**config.mk**
```make
export PLATFORM = sky130hd
export DESIGN_NAME = spi_host
export DESIGN_NICKNAME = d
export VERILOG_FILES = /design/src/rtl/spi_host.sv
export SDC_FILE = /design/constraint.sdc
export NUM_CORES = 1
export LEC_CHECK = 0
export CAP_MARGIN = 20
export CELL_PAD_IN_SITES_DETAIL_PLACEMENT = 2
export CELL_PAD_IN_SITES_GLOBAL_PLACEMENT = 2
export CORE_UTILIZATION = 36
export DETAILED_ROUTE_END_ITERATION = 6
export GPL_TIMING_DRIVEN = 0
export PLACE_DENSITY = 0.8
export SETUP_SLACK_MARGIN = 0.2
export SLEW_MARGIN = 10
export SYNTH_ARGS = -nofsm -noshare
export SYNTH_HDL_FRONTEND = slang
export SYNTH_SLANG_ARGS = --single-unit
```
**constraint.sdc**
```tcl
create_clock -name sys_clock_i -period 2.6 [get_ports sys_clock_i]
set_clock_uncertainty 0.15 [all_clocks]
set_input_delay 0.26 -clock sys_clock_i [delete_from_list [all_inputs] [get_ports sys_clock_i]]
set_output_delay 0.26 -clock sys_clock_i [all_outputs]
set_load 0.1 [all_outputs]
```
**src/rtl/spi_host.sv**
```systemverilog
// spi_host: SPI mode-0 host streaming valid/ready words with CS framing.
// Ports:
//   sys_clock_i, sys_reset_i      clock, asynchronous active-high reset
//   tx_data_i, tx_last_i          word to send (MSB first), release CS after it
//   tx_valid_i, tx_ready_o        word handshake; accept when both are 1
//   rx_data_o, rx_valid_o         received word and its one-cycle strobe
//   busy_o                        1 whenever not idle
//   spi_cs_no, spi_sck_o          chip select (active low), serial clock
//   spi_sd_o, spi_sd_i            serial data out / in
//   spi_stall_i                   asynchronous peripheral backpressure
module spi_host #(
    parameter int CLK_DIV    = 4,
    parameter int DATA_WIDTH = 8
) (
    input  logic                  sys_clock_i,
    input  logic                  sys_reset_i,
    input  logic [DATA_WIDTH-1:0] tx_data_i,
    input  logic                  tx_last_i,
    input  logic                  tx_valid_i,
    output logic                  tx_ready_o,
    output logic [DATA_WIDTH-1:0] rx_data_o,
    output logic                  rx_valid_o,
    output logic                  busy_o,
    output logic                  spi_cs_no,
    output logic                  spi_sck_o,
    output logic                  spi_sd_o,
    input  logic                  spi_sd_i,
    input  logic                  spi_stall_i
);
    localparam int CW = $clog2(CLK_DIV);
    localparam int EW = $clog2(2 * DATA_WIDTH);
    typedef enum logic [2:0] {IDLE, LEAD, SHIFT, NEXT, HOLD, GAP} state_t;
    state_t                state, state_n;
    logic [CW-1:0]         cnt;
    logic [EW-1:0]         edges;
    logic [DATA_WIDTH-1:0] tx_sr, rx_sr;
    logic [1:0]            sync;
    logic                  last_q, stall_s, tick, accept, done;
    assign stall_s    = sync[1];
    assign tick       = cnt == CW'(CLK_DIV - 1);
    assign tx_ready_o = (state == IDLE || state == NEXT) && !stall_s;
    assign accept     = tx_valid_i && tx_ready_o;
    assign done       = state == SHIFT && tick && edges == EW'(2 * DATA_WIDTH - 1);
    assign busy_o     = state != IDLE;
    always_comb begin
        state_n = state;
        unique case (state)
            IDLE, NEXT: if (accept) state_n = LEAD;
            LEAD:       if (tick) state_n = SHIFT;
            SHIFT:      if (done) state_n = last_q ? HOLD : NEXT;
            HOLD:       if (tick) state_n = GAP;
            GAP:        if (tick) state_n = IDLE;
            default:    state_n = IDLE;
        endcase
    end
    // Synchronizer resets to "stalled" so nothing is accepted until the pin is seen low.
    always_ff @(posedge sys_clock_i or posedge sys_reset_i)
        if (sys_reset_i) sync <= 2'b11;
        else             sync <= {sync[0], spi_stall_i};
    always_ff @(posedge sys_clock_i or posedge sys_reset_i) begin
        if (sys_reset_i) begin
            state      <= IDLE;
            cnt        <= '0;
            edges      <= '0;
            tx_sr      <= '0;
            rx_sr      <= '0;
            last_q     <= 1'b0;
            spi_cs_no  <= 1'b1;
            spi_sck_o  <= 1'b0;
            spi_sd_o   <= 1'b0;
            rx_data_o  <= '0;
            rx_valid_o <= 1'b0;
        end else begin
            state      <= state_n;
            cnt        <= (state_n != state || tick) ? '0 : cnt + 1'b1;
            edges      <= state != SHIFT ? '0 : tick ? edges + 1'b1 : edges;
            rx_valid_o <= done;
            if (done) rx_data_o <= rx_sr;
            if (accept) begin
                tx_sr     <= tx_data_i;
                last_q    <= tx_last_i;
                spi_cs_no <= 1'b0;
                spi_sd_o  <= tx_data_i[DATA_WIDTH-1];
            end
            // SCK low before a tick means this tick is a rising edge.
            if (state == SHIFT && tick) begin
                spi_sck_o <= !spi_sck_o;
                if (!spi_sck_o) rx_sr <= {rx_sr[DATA_WIDTH-2:0], spi_sd_i};
                else if (!done) begin
                    spi_sd_o <= tx_sr[DATA_WIDTH-2];
                    tx_sr    <= tx_sr << 1;
                end
            end
            if (state == HOLD && tick) spi_cs_no <= 1'b1;
        end
    end
endmodule
```
-- Word-level counts from Yosys, hierarchy flattened
Cells that the tools add are included.
- $add $sub $neg: 2
- eq/ne operators: 9
- muxes and demuxes: 20
- bitwise logic cells: 1
- reductions and logical operators: 15
- operators by type and width (kind ; number):
    8-bit two-way mux ; 4
    3-bit two-way mux ; 6
    3-bit one-hot mux with 5 select lines ; 1
    4-bit two-way mux ; 2
    3-bit by 2-bit == test with 1-bit output, second input constant ; 2
    3-bit == test, second input constant ; 2
    1-bit two-way mux ; 6
    1-bit logical AND ; 5
    4-bit by 1-bit adder with 4-bit output, second input constant ; 1
    4-bit == test, second input constant ; 1
    2-bit nonzero test ; 2
    3-bit by 1-bit == test with 1-bit output, second input constant ; 1
    3-bit logical NOT ; 1
    3-bit by 2-bit != test with 1-bit output, second input constant ; 1
    3-bit != test ; 1
    3-bit nonzero test ; 1
    2-bit by 1-bit adder with 2-bit output, second input constant ; 1
    2-bit == test, second input constant ; 1
    1-bit logical NOT ; 2
    1-bit logical OR ; 2
    2-bit two-way mux ; 1
    2-bit AND reduction ; 1
    2-bit OR reduction ; 1
    1-bit NOT ; 1
- register bits after elaboration: 40
- bits of input ports: 14
- output and inout bits: 14

-- Logic depth before layout (Yosys ltp)
Gate-level depths: netlist of run 1.
- word-level depth: 9
- gate-level depth with buffers: 7
- depth with buffers taken out: 4

-- Least setup slack after synthesis of run 1
Ideal clock, no wire load.
- kind: register -> output
- start: register state[2]
- end: output tx_ready_o
- arrival time: 2.151 ns
- slack: 0.039 ns
- stages on the path, launching flop included: 5
- cell sequence: dfrtp_1 buf_6 or2_0 clkbuf_1 nor2_1
- word-level cells in the longest chain between the ends: 3
- elaborated cells between the ends (all ways): 4
- those cells by class: 1 x eq/ne; 3 x reduce/logical
- ends and longest elaborated chain (item ; line ; text):
    start, declared ; 33 ; state_t state, state_n;
    start signal, assigned ; 74 ; state <= state_n;
    3-bit by 2-bit == test with 1-bit output / 3-bit logical NOT (equally long branches) ; 41 ; assign tx_ready_o = (state == IDLE || state == NEXT) && !stall_s;
    1-bit logical OR (*) ; 41 ;
    1-bit logical AND (*) ; 41 ;
    end, declared ; 20 ; output logic tx_ready_o,
Every way passes the cells marked *; elsewhere a longest branch is shown, timed or not.

-- Worst setup path after layout of run 1
- start: register spi_sck_o
- end: output spi_sck_o
- RTL lines (item ; line ; text):
    start, declared ; 25 ; output logic spi_sck_o,
    start signal, assigned ; 87 ; spi_sck_o <= !spi_sck_o;
No word-level cell between the ends.

==> results of run 1 <==
## metrics by stage
step	TNS (ps)	hold slack, ps	util [%]	worst slack, ps	std cells
global route	0	185.7	49.14	203.3	256
CTS	0	152.4	49.14	231.4	256
global placement	-24.96	200.0	45.91	-24.96	247
finish	0	140.0	49.14	233.9	256
floorplan	0	114.5	-	473.3	153
detailed placement	-88.49	197.8	46.48	-88.49	248
## cell usage after synthesis, types with 2 or more instances
cell      instances
nand4_1           9
buf_6             3
a21oi_1           3
nor2_1            9
o31ai_1           9
clkbuf_1          4
mux2_4            8
nand3b_1          3
mux2_1            9
nor4_1            7
inv_1             4
inv_2             2
nand2_1           4
xor2_1            2
dfstp_2           3
a31oi_1           7
nand3_1           2
ha_1              2
xnor2_1           2
or3_1             3
dfrtp_1          36
## area by class of cell
type / instances / area share, %
sequential: 39 / 41.12
clock inverter: 2 / 2.521
clock buffer: 6 / 3.046
timing repair buffer: 28 / 12.34
multi-input combinational: 97 / 33.46
tap: 67 / 3.519
buffer: 10 / 2.889
inverter: 7 / 1.103
## timing repair
item | CTS | global route
endpoints found under the setup margin | 2 | 0
buffers inserted | 0 | 0
resized for setup | 8 | 0
## sequential cells by signal, summed over array words and instances (netlist names)
register / cells
last_q: 1
tx_sr: 7
edges: 4
rx_data_o: 8
sync: 2
spi_sd_o: 1
rx_sr: 8
spi_sck_o: 1
spi_cs_no: 1
state: 3
rx_valid_o: 1
cnt: 2
## layout by cell type (no fill, tap or decap), types with 2 or more instances in the layout
cell / n
nor2_1: 8
o31ai_1: 9
nand2_1: 4
ha_1: 2
dfrtp_1: 36
nand4_1: 9
a31oi_1: 7
xnor2_1: 2
bufinv_16: 2
or3_1: 3
inv_2: 3
buf_2: 2
mux2_4: 8
inv_1: 3
xor2_1: 2
nand3b_1: 3
dfstp_2: 3
clkbuf_1: 5
nor4_1: 7
clkbuf_8: 5
a21oi_1: 3
mux2_1: 9
clkdlybuf4s50_1: 25
nand3_1: 2
buf_6: 3
## kinds of logic (layout without fill, tap and decap cells)
logic type / count (synthesis) / count (layout) / synth area share (%)
AO/OA/AOI/OAI: 25 / 25 / 9.437
flip-flops: 39 / 39 / 52.41
AND/OR/NAND/NOR: 46 / 46 / 15.73
XOR/XNOR: 6 / 6 / 3.615
buffers and inverters: 17 / 53 / 5.086
adder cells (fa/ha/maj): 2 / 2 / 1.338
multiplexers: 18 / 18 / 12.38
## how the worst max path moves through the flow
stage                               to                   from  slack [ps]  cells past startpoint
finish                       spi_sck_o  spi_sck_o$_DFFE_PP0N_         230                      1
global route                 spi_sck_o  spi_sck_o$_DFFE_PP0N_         200                      1
CTS                          spi_cs_no  spi_cs_no$_DFFE_PP1P_         230                      1
detailed placement          tx_ready_o     state[2]$_DFF_PP0_         -90                      5
global placement            tx_ready_o     state[2]$_DFF_PP0_         -20                      5
floorplan           tx_sr[0]$_DFF_PP0_  spi_sck_o$_DFFE_PP0N_         470                      4
## routing by layer
layer	part of all wire [%]	routed length, um
met2	55	2626
met3	2.5	121
met5	0	0
met1	41	1965
met4	1.5	74
## worst reg2reg max path, cell delays in order (launching register included)
cell and delay (ps):
dfrtp_1 420, ha_1 230, and3_1 230, clkbuf_1 260, a31o_1 280, a221o_1 290
## power breakdown
part | leakage (nW) | internal (mW) | switching (mW) | total [mW]
registers | 0.508 | 0.744 | 0.115 | 0.860
logic | 0.466 | 0.299 | 0.623 | 0.922
clock network | 0.0654 | 0.384 | 0.212 | 0.595
==> results.sh, run 1 <==
export IMPL_outcome="completed"
export IMPL_min_period_over_period_pct=91.00
export IMPL_dieWidth_um=74.06
export IMPL_crit_path_top_delay_cell="clkdlybuf4s50_1"
export IMPL_slew_headroom_pct=34.50
export IMPL_grt_use_total_pct=19.42
export IMPL_top_usage_layer="met2"
export IMPL_crit_chain="clkdlybuf4s50_1"
export IMPL_power_mw=2.377
export IMPL_routed_via_density=5.398
export IMPL_clock_path_buffers=2
export IMPL_cap_violations=0
export IMPL_grtUsageMet1_pct=22.46
export IMPL_yosysSeqAreaShare_pct=52.41
export IMPL_synth_ff_type="dfrtp_1"
export IMPL_yosysTopAreaCell="dfrtp_1"
export IMPL_synth_nets=169
export IMPL_dieArea_mm2=0.005485
export IMPL_final_antenna_net_count=0
export IMPL_critical_path_max_stage_delay_ps=1180
export IMPL_vias=1382
export IMPL_rsz0062_at_grt="no"
export IMPL_cp_required_ps=2190
export IMPL_synth_seq_cells=39
export IMPL_num_fill_cells=498
export IMPL_synth_edf_count=0
export IMPL_cts_buffers=5
export IMPL_synthesis_area_mm2=0.001869
export IMPL_crit_buf_inv=1
export IMPL_drt_pass1_iterations=4
export IMPL_drt_iter0_drc=71
export IMPL_fin_area_mm2=0.002382
export IMPL_num_antenna_cells=0
export IMPL_p_leak_nw=1.039
export IMPL_start_util_pct=38.55
export IMPL_postCtsHoldBufs=0
export IMPL_critPathKind="flop to output pin"
export IMPL_htree_num_levels=2
export IMPL_port_buffers=27
export IMPL_worstMarginPinSlew_ps=979.5
export IMPL_finalSetupViolCount=0
export IMPL_hold_viol_final=0
export IMPL_drt_total_wl_um=4787
export IMPL_globalplace_congestion=0.7401
export IMPL_use_met3_pct=4.065
export IMPL_synth_distinct_cells=43
export IMPL_hold_path_class="primary input to asynchronous set/reset pin"
export IMPL_arrival_ps=1960
export IMPL_ios=28
export IMPL_worstSkewPairLatency_ps=290
export IMPL_grt_pass1_wl_um=7741
export IMPL_synth_area_leaders="dfrtp_1 48%, mux2_4 6.4%, mux2_1 5.4%, dfstp_2 4.2%, o31ai_1 3.6%"
export IMPL_crit_fanout=4
export IMPL_grtUsageMet2_pct=35.76
export IMPL_regArea_um2=979.7
export IMPL_rr_worst_depth=5
export IMPL_placed_area_mm2=0.002253
export IMPL_cpLargestDelayFamily="buffers and inverters"
export IMPL_ir_drop_v=0.0006946
export IMPL_end_kind="output pin"
export IMPL_rr_startpoint="edges[0]$_DFFE_PP0P_"
export IMPL_area_delta_synth_final_pct=27.44
export IMPL_synth_top_area_share_pct=48.19
export IMPL_finalCriticalPeriod_ps=2366
export IMPL_final_nets=204
export IMPL_path_clk_slew_ps=80
export IMPL_rrSetupSlack_ps=630
export IMPL_powerDensity_mw_per_mm2=997.7
export IMPL_wl_per_cell_um=18.70
export IMPL_row_count=25
export IMPL_grt_max_degree=22
export IMPL_core_area_mm2=0.004848
export IMPL_synthCells=153
export IMPL_hpwlAfterDp_um=3573
export IMPL_r2r_end="state[0]$_DFF_PP0_"
export IMPL_cts_tree="done"
export IMPL_grt_pass1_vias=1512
export IMPL_drc_errors=0
export IMPL_clkSinkCount=39
export IMPL_async_reset_ff_share_pct=100.0
export IMPL_die_height_um=74.06
export IMPL_cp_start_kind="flop"
export IMPL_grt_ovfl_total=0
export IMPL_multi_input_area_um2=797.0
export IMPL_synth_avg_cell_area_um2=12.22
export IMPL_timing_fmax_mhz=422.6
export IMPL_yosys_warnings=0
export IMPL_antenna_found_initial=0
export IMPL_root_buffer="clkbuf_8"
export IMPL_drive_gt1_share_pct=19.05
export IMPL_finalMaxSlewViolations=0
Power figures use the tool's default switching activity.
==> run 2: changes to the inputs <==
Settings changed: CORE_MARGIN set to 1, MAX_ROUTING_LAYER set to met4.
Clock period 2.6 ns to 2.65 ns, I/O delays scaled along.
==> results.sh, run 2 (synthesis gave the netlist of run 1 again) <==
export IMPL_rsz0062_at_grt="no"
export IMPL_r2r_end="state[0]$_DFF_PP0_"
export IMPL_drive_gt1_share_pct=19.05
export IMPL_drt_iter0_drc=76
export IMPL_final_antenna_net_count=0
export IMPL_path_clk_slew_ps=80
export IMPL_grt_use_total_pct=20.04
export IMPL_setup_slack_ps=278.9
export IMPL_grt_max_degree=22
export IMPL_cap_violations=0
export IMPL_clock_path_buffers=2
export IMPL_hold_ws_ps=145.0
export IMPL_htree_num_levels=2
export IMPL_grt_pass1_wl_um=7741
export IMPL_ir_drop_v=0.0006821
export IMPL_crit_fanout=4
export IMPL_cp_required_ps=2240
export IMPL_critPathKind="flop to output pin"
export IMPL_layoutNonFillerInstCount=256
export IMPL_root_buffer="clkbuf_8"
export IMPL_postCtsSetupBuffers=0
export IMPL_antenna_found_initial=0
export IMPL_port_buffers=27
export IMPL_num_fill_cells=498
export IMPL_drt_total_wl_um=4784
export IMPL_finalSetupViolCount=0
export IMPL_hold_path_class="primary input to asynchronous set/reset pin"
export IMPL_slew_headroom_pct=34.50
export IMPL_finalCriticalPeriod_ps=2371
export IMPL_timing_fmax_mhz=421.8
export IMPL_rrSetupSlack_ps=680
export IMPL_dp_cells=248
export IMPL_rr_startpoint="edges[0]$_DFFE_PP0P_"
export IMPL_met2_length_um=2626
export IMPL_p_leak_nw=1.038
export IMPL_drt_met1_wl_um=1964
export IMPL_drt_pass1_iterations=4
export IMPL_final_common_cell="dfrtp_1"
export IMPL_cpLargestDelayFamily="buffers and inverters"
export IMPL_core_area_mm2=0.004848
export IMPL_grt_ovfl_total=0
export IMPL_min_period_over_period_pct=89.47
export IMPL_start_util_pct=38.55
export IMPL_finalMaxSlewViolations=0
export IMPL_crit_chain="clkdlybuf4s50_1"
export IMPL_die_height_um=74.06
export IMPL_dieWidth_um=74.06
export IMPL_fin_area_mm2=0.002376
export IMPL_crit_buf_inv=1
export IMPL_hold_viol_final=0
export IMPL_clkSinkCount=39
export IMPL_crit_path_top_delay_cell="clkdlybuf4s50_1"
export IMPL_cts_tree="done"
export IMPL_grt_pass1_vias=1512
export IMPL_cts_buffers=5
export IMPL_rr_worst_depth=5
export IMPL_routed_via_density=5.398
export IMPL_placed_area_mm2=0.002253
export IMPL_row_count=25
export IMPL_cp_start_kind="flop"
export IMPL_final_nets=204
export IMPL_drc_errors=0
export IMPL_met3_length_um=119
export IMPL_arrival_ps=1960
export IMPL_hpwlAfterDp_um=3573
export IMPL_wl_per_cell_um=18.69
export IMPL_worstSkewPairLatency_ps=290
export IMPL_powerDensity_mw_per_mm2=978.7
export IMPL_highest_signal_layer="met4"
export IMPL_layout_common_cells="36 x dfrtp_1, 25 x clkdlybuf4s50_1, 9 x mux2_1, 9 x nand4_1, 9 x o31ai_1"
export IMPL_num_antenna_cells=0
export IMPL_dieArea_mm2=0.005485
export IMPL_area_delta_synth_final_pct=27.11
export IMPL_vias=1382
export IMPL_critical_path_max_stage_delay_ps=1180
export IMPL_worstMarginPinSlew_ps=979.5
export IMPL_globalplace_congestion=0.7493
export IMPL_end_kind="output pin"
export IMPL_ios=28
export IMPL_outcome="completed"
export IMPL_top_regs="rx_data_o x8, rx_sr x8, tx_sr x7"
export IMPL_post_place_ws_ps=-43.49
[run 2: changes by cell type in the layout (fill, tap and decap cells not counted), sizes merged]
cell,previous run,this run
clkbuf,11,12
clkdlybuf4s15,1,0
[run 2: how the worst max path moves through the flow]
stage,cells past startpoint,from,endpoint
finish,1,spi_sck_o$_DFFE_PP0N_,spi_sck_o
global placement,5,state[2]$_DFF_PP0_,tx_ready_o
detailed placement,5,state[2]$_DFF_PP0_,tx_ready_o
global route,1,spi_sck_o$_DFFE_PP0N_,spi_sck_o
floorplan,4,spi_sck_o$_DFFE_PP0N_,tx_sr[0]$_DFF_PP0_
CTS,5,state[2]$_DFF_PP0_,tx_ready_o
[run 2: final cells by class]
cell class	count	area, um^2	area share (%)
buffer	10	68.82	2.896
clock buffer	6	72.57	3.054
clock inverter	2	60.06	2.528
inverter	7	26.28	1.106
multi-input combinational	97	797.0	33.54
sequential	39	979.7	41.23
tap	67	83.83	3.528
timing repair buffer	28	287.8	12.11
[run 2: metrics by stage]
| stage | utilization [%] | TNS (ps) | total power, mW |
|---|---|---|---|
| 6_report | 49.01 | 0 | 2.325 |
| 5_1_grt | 49.01 | 0 | 2.440 |
| 4_1_cts | 49.21 | 0 | 2.358 |
| 3_5_place_dp | 46.48 | -43.49 | 1.775 |
| 3_3_place_gp | 45.91 | 0 | 1.703 |
| 2_1_floorplan | - | 0 | 1.513 |
[run 2: report_power, final]
group | switching [mW] | leakage, nW | total, mW | internal (mW)
sequential | 0.113 | 0.508 | 0.843 | 0.730
clock | 0.208 | 0.0654 | 0.584 | 0.376
combinational | 0.611 | 0.465 | 0.898 | 0.287
total | 0.932 | 1.04 | 2.33 | 1.39
[run 2: routing by layer]
layer	up-vias	GRT usage [%]
li1	632	-
met5	-	-
met1	718	22.46
met4	0	5.983
met2	25	35.76
met3	7	4.065
[run 2: timing repair]
| action | CTS | global route |
|---|---|---|
| endpoints found under the setup margin | 2 | 2 |
| pin swaps | 0 | 0 |
| hold buffers | 0 | 0 |
| gates resized for setup | 4 | 4 |
==> run 3: changes to the inputs <==
Settings changed: ABC_AREA set to 1, CORE_UTILIZATION 36 to 32.
==> results.sh, run 3 <==
export IMPL_synth_ff_type="dfrtp_1"
export IMPL_finalMaxSlewViolations=0
export IMPL_finalSetupViolCount=0
export IMPL_crit_cells=1
export IMPL_hold_viol_final=0
export IMPL_crit_start="spi_cs_no$_DFFE_PP1P_"
export IMPL_area_delta_synth_final_pct=28.31
export IMPL_antenna_found_initial=0
export IMPL_synthesis_area_mm2=0.001768
export IMPL_cpLargestDelayFamily="buffers and inverters"
export IMPL_path_clk_slew_ps=80
export IMPL_async_reset_ff_share_pct=100.0
export IMPL_regArea_um2=979.7
export IMPL_grt_ovfl_total=0
export IMPL_combPwrFrac_pct=36.5
export IMPL_slew_headroom_pct=33.68
export IMPL_drive_gt1_share_pct=16.88
export IMPL_synthCells=195
export IMPL_synth_distinct_cells=30
export IMPL_ir_drop_v=0.0003510
export IMPL_cap_violations=0
export IMPL_htree_num_levels=2
export IMPL_synth_seq_cells=39
export IMPL_grt_pass1_wl_um=7900
export IMPL_num_fill_cells=587
export IMPL_rrSetupSlack_ps=590
export IMPL_fin_area_mm2=0.002268
export IMPL_r2r_end="spi_sd_o$_DFF_PP0_"
export IMPL_port_buffers=27
export IMPL_arrival_ps=1950
export IMPL_final_antenna_net_count=0
export IMPL_timing_fmax_mhz=422.2
export IMPL_setup_tns_final_ps=0
export IMPL_drc_errors=0
export IMPL_critical_path_max_stage_delay_ps=1120
export IMPL_hpwlAfterDp_um=3313
export IMPL_row_count=26
export IMPL_end_kind="output pin"
export IMPL_synth_edf_count=0
export IMPL_switching_power_mw=0.8116
export IMPL_grt_pass1_vias=1578
export IMPL_rr_worst_depth=9
export IMPL_clkPwrFrac_pct=25.2
export IMPL_rsz0062_at_grt="no"
export IMPL_crit_buf_inv=1
export IMPL_yosysTopAreaCell="dfrtp_1"
export IMPL_endpoint="spi_cs_no"
export IMPL_drt_total_wl_um=4626
export IMPL_synthMostInstantiatedCell="nand2_1"
export IMPL_synth_avg_cell_area_um2=9.066
export IMPL_power_internal_mw=1.207
export IMPL_power_mw=2.018
export IMPL_seqPwrFrac_pct=38.3
export IMPL_routed_via_density=4.787
export IMPL_cp_required_ps=2240
export IMPL_synth_top_area_share_pct=50.96
export IMPL_root_buffer="clkbuf_8"
export IMPL_crit_chain="clkdlybuf4s50_1"
export IMPL_ios=28
export IMPL_final_common_cell="nand2_1"
export IMPL_worstSkewPairLatency_ps=300
export IMPL_crit_fanout=2
export IMPL_synth_area_leaders="dfrtp_1 51%, nand2_1 7.9%, o21ai_0 7.1%, inv_1 6.4%, dfstp_2 4.5%"
export IMPL_placed_area_mm2=0.002162
export IMPL_layout_common_cells="37 x nand2_1, 36 x dfrtp_1, 29 x inv_1, 25 x o21ai_0, 25 x clkdlybuf4s50_1"
export IMPL_drt_iter0_drc=64
export IMPL_start_util_pct=33.97
export IMPL_hold_path_class="primary input to asynchronous set/reset pin"
export IMPL_clkSinkCount=39
export IMPL_postCtsSetupBuffers=0
export IMPL_outcome="completed"
export IMPL_min_period_over_period_pct=89.39
export IMPL_vias=1441
export IMPL_synth_nets=211
export IMPL_yosys_warnings=0
export IMPL_yosys_top_cells_count="37 x nand2_1, 36 x dfrtp_1, 30 x inv_1"
export IMPL_powerDensity_mw_per_mm2=889.7
export IMPL_worstMarginPinSlew_ps=991.7
export IMPL_dieWidth_um=76.33
export IMPL_hold_ws_ps=100.6
export IMPL_top_regs="rx_data_o x8, rx_sr x8, tx_sr x7"
export IMPL_crit_path_top_delay_cell="clkdlybuf4s50_1"
export IMPL_num_antenna_cells=0
export IMPL_grt_use_total_pct=18.11
export IMPL_cts_tree="done"
export IMPL_drt_pass1_iterations=4
export IMPL_globalplace_congestion=0.7599
export IMPL_rr_startpoint="cnt[0]$_DFF_PP0_"
export IMPL_yosysSeqAreaShare_pct=55.41
export IMPL_critPathKind="flop to output pin"
export IMPL_grt_max_degree=27
export IMPL_multi_input_area_um2=618.1
export IMPL_final_nets=246
export IMPL_cp_start_kind="flop"
export IMPL_finalCriticalPeriod_ps=2369
export IMPL_sw_frac_of_total_pct=40.21
export IMPL_core_area_mm2=0.005205
export IMPL_clock_path_buffers=2
export IMPL_cts_buffers=5
export IMPL_dieArea_mm2=0.005826
export IMPL_wl_per_cell_um=15.37
export IMPL_p_leak_nw=1.076
export IMPL_die_height_um=76.33
==> run 3: per-stage QoR <==
stage	util (%)	setup slack, ps	cells
final	43.58	281.2	301
after global routing	43.58	240.6	301
after CTS	43.65	123.6	301
after detailed placement	41.54	181.2	293
after global placement	41.15	210.0	292
after floorplan	-	355.9	195
==> run 3: power by group through the flow <==
stage	registers [mW]	logic, mW	clock network (mW)
detailed placement	0.787	0.760	0
floorplan	0.862	0.476	0
global route	0.787	0.819	0.546
global placement	0.777	0.725	0
finish	0.772	0.737	0.509
CTS	0.776	0.755	0.531
==> run 3: layout make-up <==
| cell class | instances | area share, % |
|---|---|---|
| buffer | 7 | 2.758 |
| clock buffer | 5 | 3.034 |
| clock inverter | 3 | 1.930 |
| inverter | 33 | 5.461 |
| multi-input combinational | 116 | 27.25 |
| sequential | 39 | 43.19 |
| tap | 70 | 3.861 |
| timing repair buffer | 28 | 12.52 |
==> run 3: worst min-delay path by stage <==
stage | end | from | slack [ps]
6_report | rx_data_o[5]$_DFFE_PP0N_ | sys_reset_i | 100
5_1_grt | rx_data_o[4]$_DFFE_PP0N_ | sys_reset_i | 140
4_1_cts | rx_sr[2]$_DFFE_PP0P_ | sys_reset_i | 110
3_5_place_dp | sync[1]$_DFF_PP1_ | sync[0]$_DFF_PP1_ | 200
3_3_place_gp | sync[1]$_DFF_PP1_ | sync[0]$_DFF_PP1_ | 200
2_1_floorplan | sync[0]$_DFF_PP1_ | spi_stall_i | 120
==> run 3: kinds of logic (layout without fill, tap and decap cells) <==
| kind of cell | Yosys count | count (layout) | share of synthesized area [%] |
|---|---|---|---|
| flops | 39 | 39 | 55.41 |
| compound gates | 48 | 48 | 15.71 |
| simple gates | 66 | 66 | 16.91 |
| fa+ha+maj | 2 | 2 | 1.415 |
| buf+inv | 40 | 76 | 10.54 |
==> run 3: per-layer routing <==
layer / vias up / GRT usage, % / share of wire (%)
met5: - / - / 0
met4: 0 / 5.769 / 0.69
met3: 4 / 3.713 / 2.8
met2: 20 / 30.81 / 53
met1: 722 / 21.42 / 43
li1: 695 / - / -
==> run 3: repair_timing <==
item | CTS | global route
resized for setup | 2 | 2
pin swaps | 0 | 0
endpoints found under the setup margin | 2 | 1
hold buffers | 0 | 0
